`src/rtl/instruction_fetch_unit_pkg.sv`:
```
// rtl/instruction_fetch_unit_pkg.sv - shared fetch/decode constants and queue entry type
package instruction_fetch_unit_pkg;

  localparam int XLEN        = 32;
  localparam int INSTR_ALIGN = 4;

  localparam logic [XLEN-1:0] NOP_INSTR        = 32'h0000_0013;
  localparam logic [XLEN-1:0] DEFAULT_RESET_PC = 32'h0000_0000;

  typedef struct packed {
    logic [XLEN-1:0] pc;
    logic [XLEN-1:0] instr;
  } fetch_entry_t;

  function automatic logic [XLEN-1:0] align_pc(input logic [XLEN-1:0] pc);
    return {pc[XLEN-1:2], 2'b00};
  endfunction

endpackage

```
`src/rtl/instruction_fetch_unit_fetch_fifo.sv`:
```
// rtl/instruction_fetch_unit_fetch_fifo.sv - in-order {pc,instr} queue with flush and combinational head
module instruction_fetch_unit_fetch_fifo
  import instruction_fetch_unit_pkg::*;
#(
  parameter int DEPTH = 4
) (
  input  logic                     clk,
  input  logic                     rst,
  input  logic                     push_i,
  input  fetch_entry_t             push_data_i,
  input  logic                     pop_i,
  input  logic                     flush_i,
  output logic [$clog2(DEPTH):0]   count_o,
  output fetch_entry_t             head_o
);

  localparam int AW = $clog2(DEPTH);

  fetch_entry_t  mem_q [DEPTH];
  logic [AW-1:0] wr_ptr_q, wr_ptr_d;
  logic [AW-1:0] rd_ptr_q, rd_ptr_d;
  logic [AW:0]   count_q, count_d;

  always_comb begin
    wr_ptr_d = wr_ptr_q;
    rd_ptr_d = rd_ptr_q;
    count_d  = count_q;
    if (flush_i) begin
      wr_ptr_d = '0;
      rd_ptr_d = '0;
      count_d  = '0;
    end else begin
      if (push_i) wr_ptr_d = wr_ptr_q + AW'(1);
      if (pop_i)  rd_ptr_d = rd_ptr_q + AW'(1);
      count_d = count_q + (AW+1)'(push_i) - (AW+1)'(pop_i);
    end
  end

  always_ff @(posedge clk or negedge rst) begin
    if (!rst) begin
      wr_ptr_q <= '0;
      rd_ptr_q <= '0;
      count_q  <= '0;
    end else begin
      wr_ptr_q <= wr_ptr_d;
      rd_ptr_q <= rd_ptr_d;
      count_q  <= count_d;
    end
  end

  // Storage needs no reset: count_q gates every read of it.
  always_ff @(posedge clk) begin
    if (push_i && !flush_i) mem_q[wr_ptr_q] <= push_data_i;
  end

  assign count_o = count_q;
  assign head_o  = mem_q[rd_ptr_q];

endmodule

```
`src/rtl/instruction_fetch_unit.sv`:
```
// rtl/instruction_fetch_unit.sv - RV32I fetch front end: PC generation, credit-limited issue, redirect flush
module instruction_fetch_unit
  import instruction_fetch_unit_pkg::*;
#(
  parameter int              DEPTH    = 4,
  parameter logic [XLEN-1:0] RESET_PC = DEFAULT_RESET_PC
) (
  input  logic            clk,
  input  logic            rst,
  output logic            imem_req,
  output logic [XLEN-1:0] imem_addr,
  input  logic            imem_ready,
  input  logic            imem_rvalid,
  input  logic [XLEN-1:0] imem_rdata,
  input  logic            redirect,
  input  logic [XLEN-1:0] redirect_pc,
  input  logic            stall,
  output logic            valid,
  output logic [XLEN-1:0] instruction,
  output logic [XLEN-1:0] pc_address
);

  localparam int CW = $clog2(DEPTH) + 1;

  logic [XLEN-1:0] fetch_pc_q, fetch_pc_d;
  logic [XLEN-1:0] resp_pc_q, resp_pc_d;
  logic [CW-1:0]   outstanding_q, outstanding_d;
  logic [CW-1:0]   drop_q, drop_d;
  logic [CW-1:0]   count;
  logic [CW:0]     credit_used;
  logic            accept, resp_ok, push, pop;
  fetch_entry_t    head, push_entry;

  assign valid       = (count != '0);
  assign instruction = valid ? head.instr : NOP_INSTR;
  assign pc_address  = valid ? head.pc : '0;

  always_comb begin
    // Credit counts words in flight plus words queued, so a push can never overflow.
    credit_used = {1'b0, outstanding_q} + {1'b0, count};
    imem_req    = rst && !redirect && (credit_used < (CW+1)'(DEPTH));
    imem_addr   = fetch_pc_q;
    accept      = imem_req && imem_ready;
    resp_ok     = imem_rvalid && (outstanding_q != '0);
    push        = resp_ok && (drop_q == '0) && !redirect;
    pop         = valid && !stall && !redirect;
    push_entry  = '{pc: resp_pc_q, instr: imem_rdata};

    outstanding_d = outstanding_q - CW'(resp_ok) + CW'(accept);
    drop_d        = drop_q;
    fetch_pc_d    = fetch_pc_q;
    resp_pc_d     = resp_pc_q;

    if (redirect) begin
      drop_d     = outstanding_q - CW'(resp_ok);
      fetch_pc_d = align_pc(redirect_pc);
      resp_pc_d  = align_pc(redirect_pc);
    end else begin
      if (resp_ok && (drop_q != '0)) drop_d = drop_q - CW'(1);
      if (accept) fetch_pc_d = fetch_pc_q + XLEN'(INSTR_ALIGN);
      if (push)   resp_pc_d  = resp_pc_q + XLEN'(INSTR_ALIGN);
    end
  end

  always_ff @(posedge clk or negedge rst) begin
    if (!rst) begin
      fetch_pc_q    <= RESET_PC;
      resp_pc_q     <= RESET_PC;
      outstanding_q <= '0;
      drop_q        <= '0;
    end else begin
      fetch_pc_q    <= fetch_pc_d;
      resp_pc_q     <= resp_pc_d;
      outstanding_q <= outstanding_d;
      drop_q        <= drop_d;
    end
  end

  instruction_fetch_unit_fetch_fifo #(.DEPTH(DEPTH)) u_fifo (
    .clk         (clk),
    .rst         (rst),
    .push_i      (push),
    .push_data_i (push_entry),
    .pop_i       (pop),
    .flush_i     (redirect),
    .count_o     (count),
    .head_o      (head)
  );

endmodule

```
`config.mk`:
```
export PLATFORM = sky130hd
export DESIGN_NAME = instruction_fetch_unit
export DESIGN_NICKNAME = d
export VERILOG_FILES = /design/src/rtl/instruction_fetch_unit_pkg.sv /design/src/rtl/instruction_fetch_unit_fetch_fifo.sv /design/src/rtl/instruction_fetch_unit.sv
export SDC_FILE = /design/constraint.sdc
export NUM_CORES = 1
export LEC_CHECK = 0
export CORE_ASPECT_RATIO = 0.8
export CORE_MARGIN = 2
export CORE_UTILIZATION = 50
export CTS_CLUSTER_SIZE = 12
export DETAILED_ROUTE_END_ITERATION = 10
export GPL_ROUTABILITY_DRIVEN = 0
export PLACE_DENSITY = 0.7
export RECOVER_POWER = 25
export REMOVE_ABC_BUFFERS = 1
export SYNTH_ARGS = -nofsm -noshare
export SYNTH_HDL_FRONTEND = slang
export SYNTH_SLANG_ARGS = --single-unit
```
`constraint.sdc`:
```
create_clock -name clk -period 5.2 [get_ports clk]
set_clock_uncertainty 0.05 [all_clocks]
set_input_delay 1.04 -clock clk [delete_from_list [all_inputs] [get_ports clk]]
set_output_delay 1.04 -clock clk [all_outputs]
set_load 0.02 [all_outputs]
```
# Word-level counts from Yosys, hierarchy flattened
# Memories as Yosys holds them, arrays and structs flattened.
# Cells that the tools add are included.
# word_totals
regBits	77
latch_bits	0
ramBits	256
romBits	0
inputBits	70
out_inout_bits	98
word_cells	54
n_memories	1
# memory_table
name	words	word_bits	read_ports	rd_clocked_by_memory_dff	write_ports	line_no	source
u_fifo.mem_q	4	64	1	0	1	instruction_fetch_unit_fetch_fifo.sv:19	fetch_entry_t mem_q [DEPTH];
# classes
add_sub_neg	10
multipliers	0
n_div	0
order_cmp	1
eq_ne	0
n_shift	0
muxes	15
bitwise	0
reduce_logical	20
# ops
operator	n
$mux W32	6
$add A32 B3 Y32 const B	2
$logic_and A1 B1 Y1	10
$mux W3	3
$reduce_bool A3 Y1	3
$mux W2	4
$reduce_bool A2 Y1	4
$add A3 B1 Y3	2
$sub A3 B1 Y3	2
$add A2 B1 Y2 const B	2
$add A3 B3 Y4	1
$lt A4 B3 Y1 const B	1
$logic_not A3 Y1	1
$sub A3 B1 Y3 const B	1
$logic_not A1 Y1	2
$mux W1	2

# Logic depth before layout (Yosys ltp)
# depth
word_depth	7
depth_mapped	11

# Hierarchy
# Synthesis repeated with hierarchy kept, for this count alone.
# unflattened
cells_unflattened	859
area_unflattened_um2	13965.9
# modules_own_cells
mod	n_inst	cells_per_inst	area_per_inst_um2	seq_area_each_um2
instruction_fetch_unit_fetch_fifo	1	372	9688.0	7862.5
instruction_fetch_unit	1	487	4277.9	1651.6

# Least setup slack after synthesis
# Ideal clock, no wire load.
# synth_timing
kind	input to register
start	in imem_rvalid
end	mem u_fifo.mem_q[0][0] in the netlist's numbering, enable pin
arrival_ns	3.108
t_required_ns	4.723
setup_slack_ns	1.615
stages	4
path_buffers	1
path_cell_list	o31a_1 clkbuf_1 and3_1 and2_1
# synth_via
elab_chain_cells	6
# synth_lines
item	line_no	source
from (decl)	instruction_fetch_unit.sv:13	input logic imem_rvalid,
$logic_and A1 B1 Y1	instruction_fetch_unit.sv:44	resp_ok = imem_rvalid && (outstanding_q != '0);
$logic_and A1 B1 Y1 (2 in a row)	instruction_fetch_unit.sv:45	push = resp_ok && (drop_q == '0) && !redirect;
$logic_and A1 B1 Y1	instruction_fetch_unit_fetch_fifo.sv:53	if (push_i && !flush_i) mem_q[wr_ptr_q] <= push_data_i;
$mux W1	instruction_fetch_unit_fetch_fifo.sv:53	
$mux W1 (not written as such)	instruction_fetch_unit_fetch_fifo.sv:53	
to (decl)	instruction_fetch_unit_fetch_fifo.sv:19	
# No other way between the ends.

# Worst setup path in the final report
# layout_timing
start	reg u_fifo.rd_ptr_q[0]
end	out pc_address[18]
# layout_via
elab_chain_cells	2
# layout_lines
item	line_no	source
from (decl)	instruction_fetch_unit_fetch_fifo.sv:21	logic [AW-1:0] rd_ptr_q, rd_ptr_d;
from (signal assigned)	instruction_fetch_unit_fetch_fifo.sv:46	rd_ptr_q <= rd_ptr_d;
$mem_v2 Z4 W64	--	
$mux W32	instruction_fetch_unit.sv:36	assign pc_address = valid ? head.pc : '0;
to (decl)	instruction_fetch_unit.sv:20	output logic [XLEN-1:0] pc_address
# No other way between the ends.

==> flow_metrics.tcl <==
set metrics [dict create \
    rr_endpoint "imem_addr[23]" \
    post_drt_via_cell_ratio 5.64 \
    fillerInstances 1936 \
    post-synth-top-area-fraction 0.548 \
    synth_ff_type "sky130_fd_sc_hd__edfxtp_1" \
    final_worst_path_cycle_share 0.784 \
    post_synth_and_or_nand_nor_area_fraction 0.102 \
    grt_remaining_overflow 0 \
    ys_seq_elements 321 \
    share_of_layout_cells_above_drive_strength_1 0.137 \
    area_growth_syn_to_layout_pct 21.9 \
    cts_setup_buffers 0 \
    initial_antenna_violation_count 1 \
    wire_length_of_the_first_global_routing_pass_um 44500 \
    placedInstanceArea_um2 15500 \
    synthDistinctLibCells 49 \
    grt_use_met3 0.0487 \
    syn_avg_cell_area_um2 15.9 \
    switching_share 0.293 \
    synth_compound_gate_area_share 0.0405 \
    route.antenna.remaining_nets 0 \
    io_buffers 161 \
    post_synth_mux_area_share 0.110 \
    avgRoutedWirePerCell_um 20.8 \
    clock_sinks 321 \
    drc 0 \
    worst_setup_path_end_kind "primary output" \
    max_stage_delay_ps 800 \
    total_switching_power_mw 2.16 \
    clk_pin_slew_ps 60 \
    n_antenna_cell 0 \
    cts_tree "yes" \
    grt_start_max_net_pins 74 \
    outcome "complete, no violations" \
    area_of_the_die_um2 28500 \
    gr-usage-all-layers 0.206 \
    first_global_vias 7838 \
    postSynth.asyncResetShare 0.227 \
    synth-edff-count 248 \
    die_x_um 188 \
    worst-r2r-cell-count 7 \
    largest_family_of_logic_cells_by_synthesized_area "multiplexers" \
    yosysWarningCount 0 \
    fmax_ghz 0.245 \
    power.share.clock 0.303 \
    die_height_um 151 \
    most_congested_layer_reported_by_global_routing "met2" \
    synth_top_cell_by_area "sky130_fd_sc_hd__edfxtp_1" \
    clkLatencyLatePin_ps 500 \
    category_of_cells_accounting_for_the_largest_share_of_critical_path_delay "buffers and inverters" \
    largest_fanout_on_the_critical_path 39 \
    timing.max_cap.violations 0 \
    post_synth_fa_ha_maj_area_fraction 0.0162 \
    comb_power_share 0.276 \
    synth_common_cells "248 x sky130_fd_sc_hd__edfxtp_1, 73 x sky130_fd_sc_hd__dfrtp_1, 62 x sky130_fd_sc_hd__mux4_2, 62 x sky130_fd_sc_hd__nor2b_1, 48 x sky130_fd_sc_hd__nand2_1" \
    p_per_area_nw_per_um2 446 \
    cts_htree_levels 2 \
    setup.worst_path.start_class "flop" \
    wirelength_um 29000 \
    critical_path.cell_chain "buf_12 > mux4_2 > nor2b_1 > clkdlybuf4s50_1" \
    netlist_instances 856 \
    critical_path.endpoint "pc_address[18]" \
    vias 7874 \
    power.ir.vdd_worst_mv 0.399 \
    critPathArrivalTime_ps 2990 \
    rsz0062_at_grt "no" \
    rows 53 \
    r2r_start "outstanding_q[2]" \
    crit_path_start "u_fifo.rd_ptr_q[0]" \
    p_leak_nw 5.52 \
    crit_required_ps 4110 \
    met2_usage 0.314 \
    post_cts_resize_count 0 \
    worst_tran_pin_value_ps 1000 \
    ff_to_ff_setup_slack_ps 1980 \
    timing.hold.worst.class "flop to flop" \
    synth_most_common_cell "sky130_fd_sc_hd__edfxtp_1" \
    ctsLongestPathBuffers 3 \
    p_int_mw 5.23 \
    criticalPathCategory "flop to primary output" \
    drt_pass1_iterations 5 \
    cts-buffers-inserted 34 \
    final_nets 1103 \
    boundaryPins 168 \
    cts_hold_repair_buffers 0 \
    critical_path_cell_count 4 \
    root_buffer "sky130_fd_sc_hd__clkbuf_16" \
    setup-violations-final 0 \
    worst_path_max_delay_cell "sky130_fd_sc_hd__dfrtp_4" \
    first_iter_violations 641 \
    place_hpwl_um 17700 \
    slew_margin_rel 0.332 \
    core_area_um2 26500 \
    power_mw 7.39 \
    hold_violations 0 \
    seq_power_share 0.421 \
    grt.met1_usage 0.301 \
    yosys.area_share.xor_xnor 0.0264 \
    synth_seq_area_share 0.683 \
    syn-cell-area_um2 13600 \
    timing.final.max_slew_violations 0 \
    path_buf_inv 2 \
    initial_cell_density_of_the_core 0.513 \
    crit_path_time_final_ps 4080 \
    stdcell_area_um2 16600 \
    synth_area_leaders "sky130_fd_sc_hd__edfxtp_1 55%, sky130_fd_sc_hd__dfrtp_1 13%, sky130_fd_sc_hd__mux4_2 10%, sky130_fd_sc_hd__nor2b_1 2.9%, sky130_fd_sc_hd__xnor2_1 1.6%" \
]
==> layer usage <==
layer  routed length [µm]  up-vias
met3                 2260       45
li1                     -     3595
met5                   13        -
met1                13200     3956
met2                13000      276
met4                  553        2
==> layout make-up <==
type	count	area, µm²	share of cell area
sequential	321	9280	0.560
multi-input combinational	467	4030	0.244
timing repair buffer	170	1690	0.102
clock buffer	53	995	0.0601
tap	357	447	0.0270
inverter	22	82.6	0.00499
clock inverter	5	26.3	0.00159
==> metrics by stage <==
stage	hold slack [ps]	cells	setup TNS, ps	util	setup WS (ps)
4_1_cts	485	1395	0	0.626	1040
6_report	482	1395	0	0.626	1120
3_3_place_gp	457	1337	0	0.587	1600
2_1_floorplan	426	810	-7220	-	-191
5_1_grt	502	1395	0	0.626	931
3_5_place_dp	471	1337	0	0.587	1580
==> layout by cell type, fill, tap and decap left out, drive strengths merged, types with 22 or more instances in the layout <==
cell type / instances
edfxtp: 248
clkdlybuf4s50: 143
dfrtp: 73
nor2b: 62
mux4: 62
clkbuf: 53
nand2: 48
nand3: 31
o21ai: 29
xnor2: 25
nor2: 22
inv: 22
==> cells by family (layout without fill, tap and decap cells) <==
family,after synthesis,count (layout)
compound gates,83,83
fa+ha+maj,17,17
simple gates,251,251
xor+xnor,41,41
buf+inv,71,250
flops,321,321
other cells,1,4
mux,71,71
==> worst reg2reg max path: cells and delay by family (launching register included) <==
| kind | cells | cell delay, ps |
|---|---|---|
| DFF | 1 | 420 |
| muxes | 1 | 390 |
| and+or+nand+nor | 4 | 1630 |
| buffers and inverters | 1 | 310 |
| adders and majority gates | 1 | 300 |
==> sequential cells by signal, summed over array words and instances, names as in the netlist <==
name	cells
u_fifo.rd_ptr_q	2
imem_addr	30
u_fifo.wr_ptr_q	2
resp_pc_q	30
u_fifo.count_o	3
u_fifo.mem_q	248
outstanding_q	3
drop_q	3
==> how the worst min path moves through the flow <==
stage                                     end          start  cells past startpoint
after floorplan           u_fifo.mem_q[0][62]  resp_pc_q[30]                      0
after global placement    u_fifo.mem_q[1][62]  resp_pc_q[30]                      0
after detailed placement  u_fifo.mem_q[1][62]  resp_pc_q[30]                      0
after CTS                 u_fifo.mem_q[0][62]  resp_pc_q[30]                      0
after global routing      u_fifo.mem_q[0][62]  resp_pc_q[30]                      0
final                     u_fifo.mem_q[3][62]  resp_pc_q[30]                      0
==> power groups by stage <==
stage	clock network [mW]	registers, mW	logic [mW]
after floorplan	0	3.19	1.14
after global placement	0	3.16	2.04
after detailed placement	0	3.17	2.06
after CTS	2.28	3.12	2.07
after global routing	2.38	3.14	2.20
final	2.24	3.11	2.04
No activity file was read; power rests on OpenSTA's default activity.
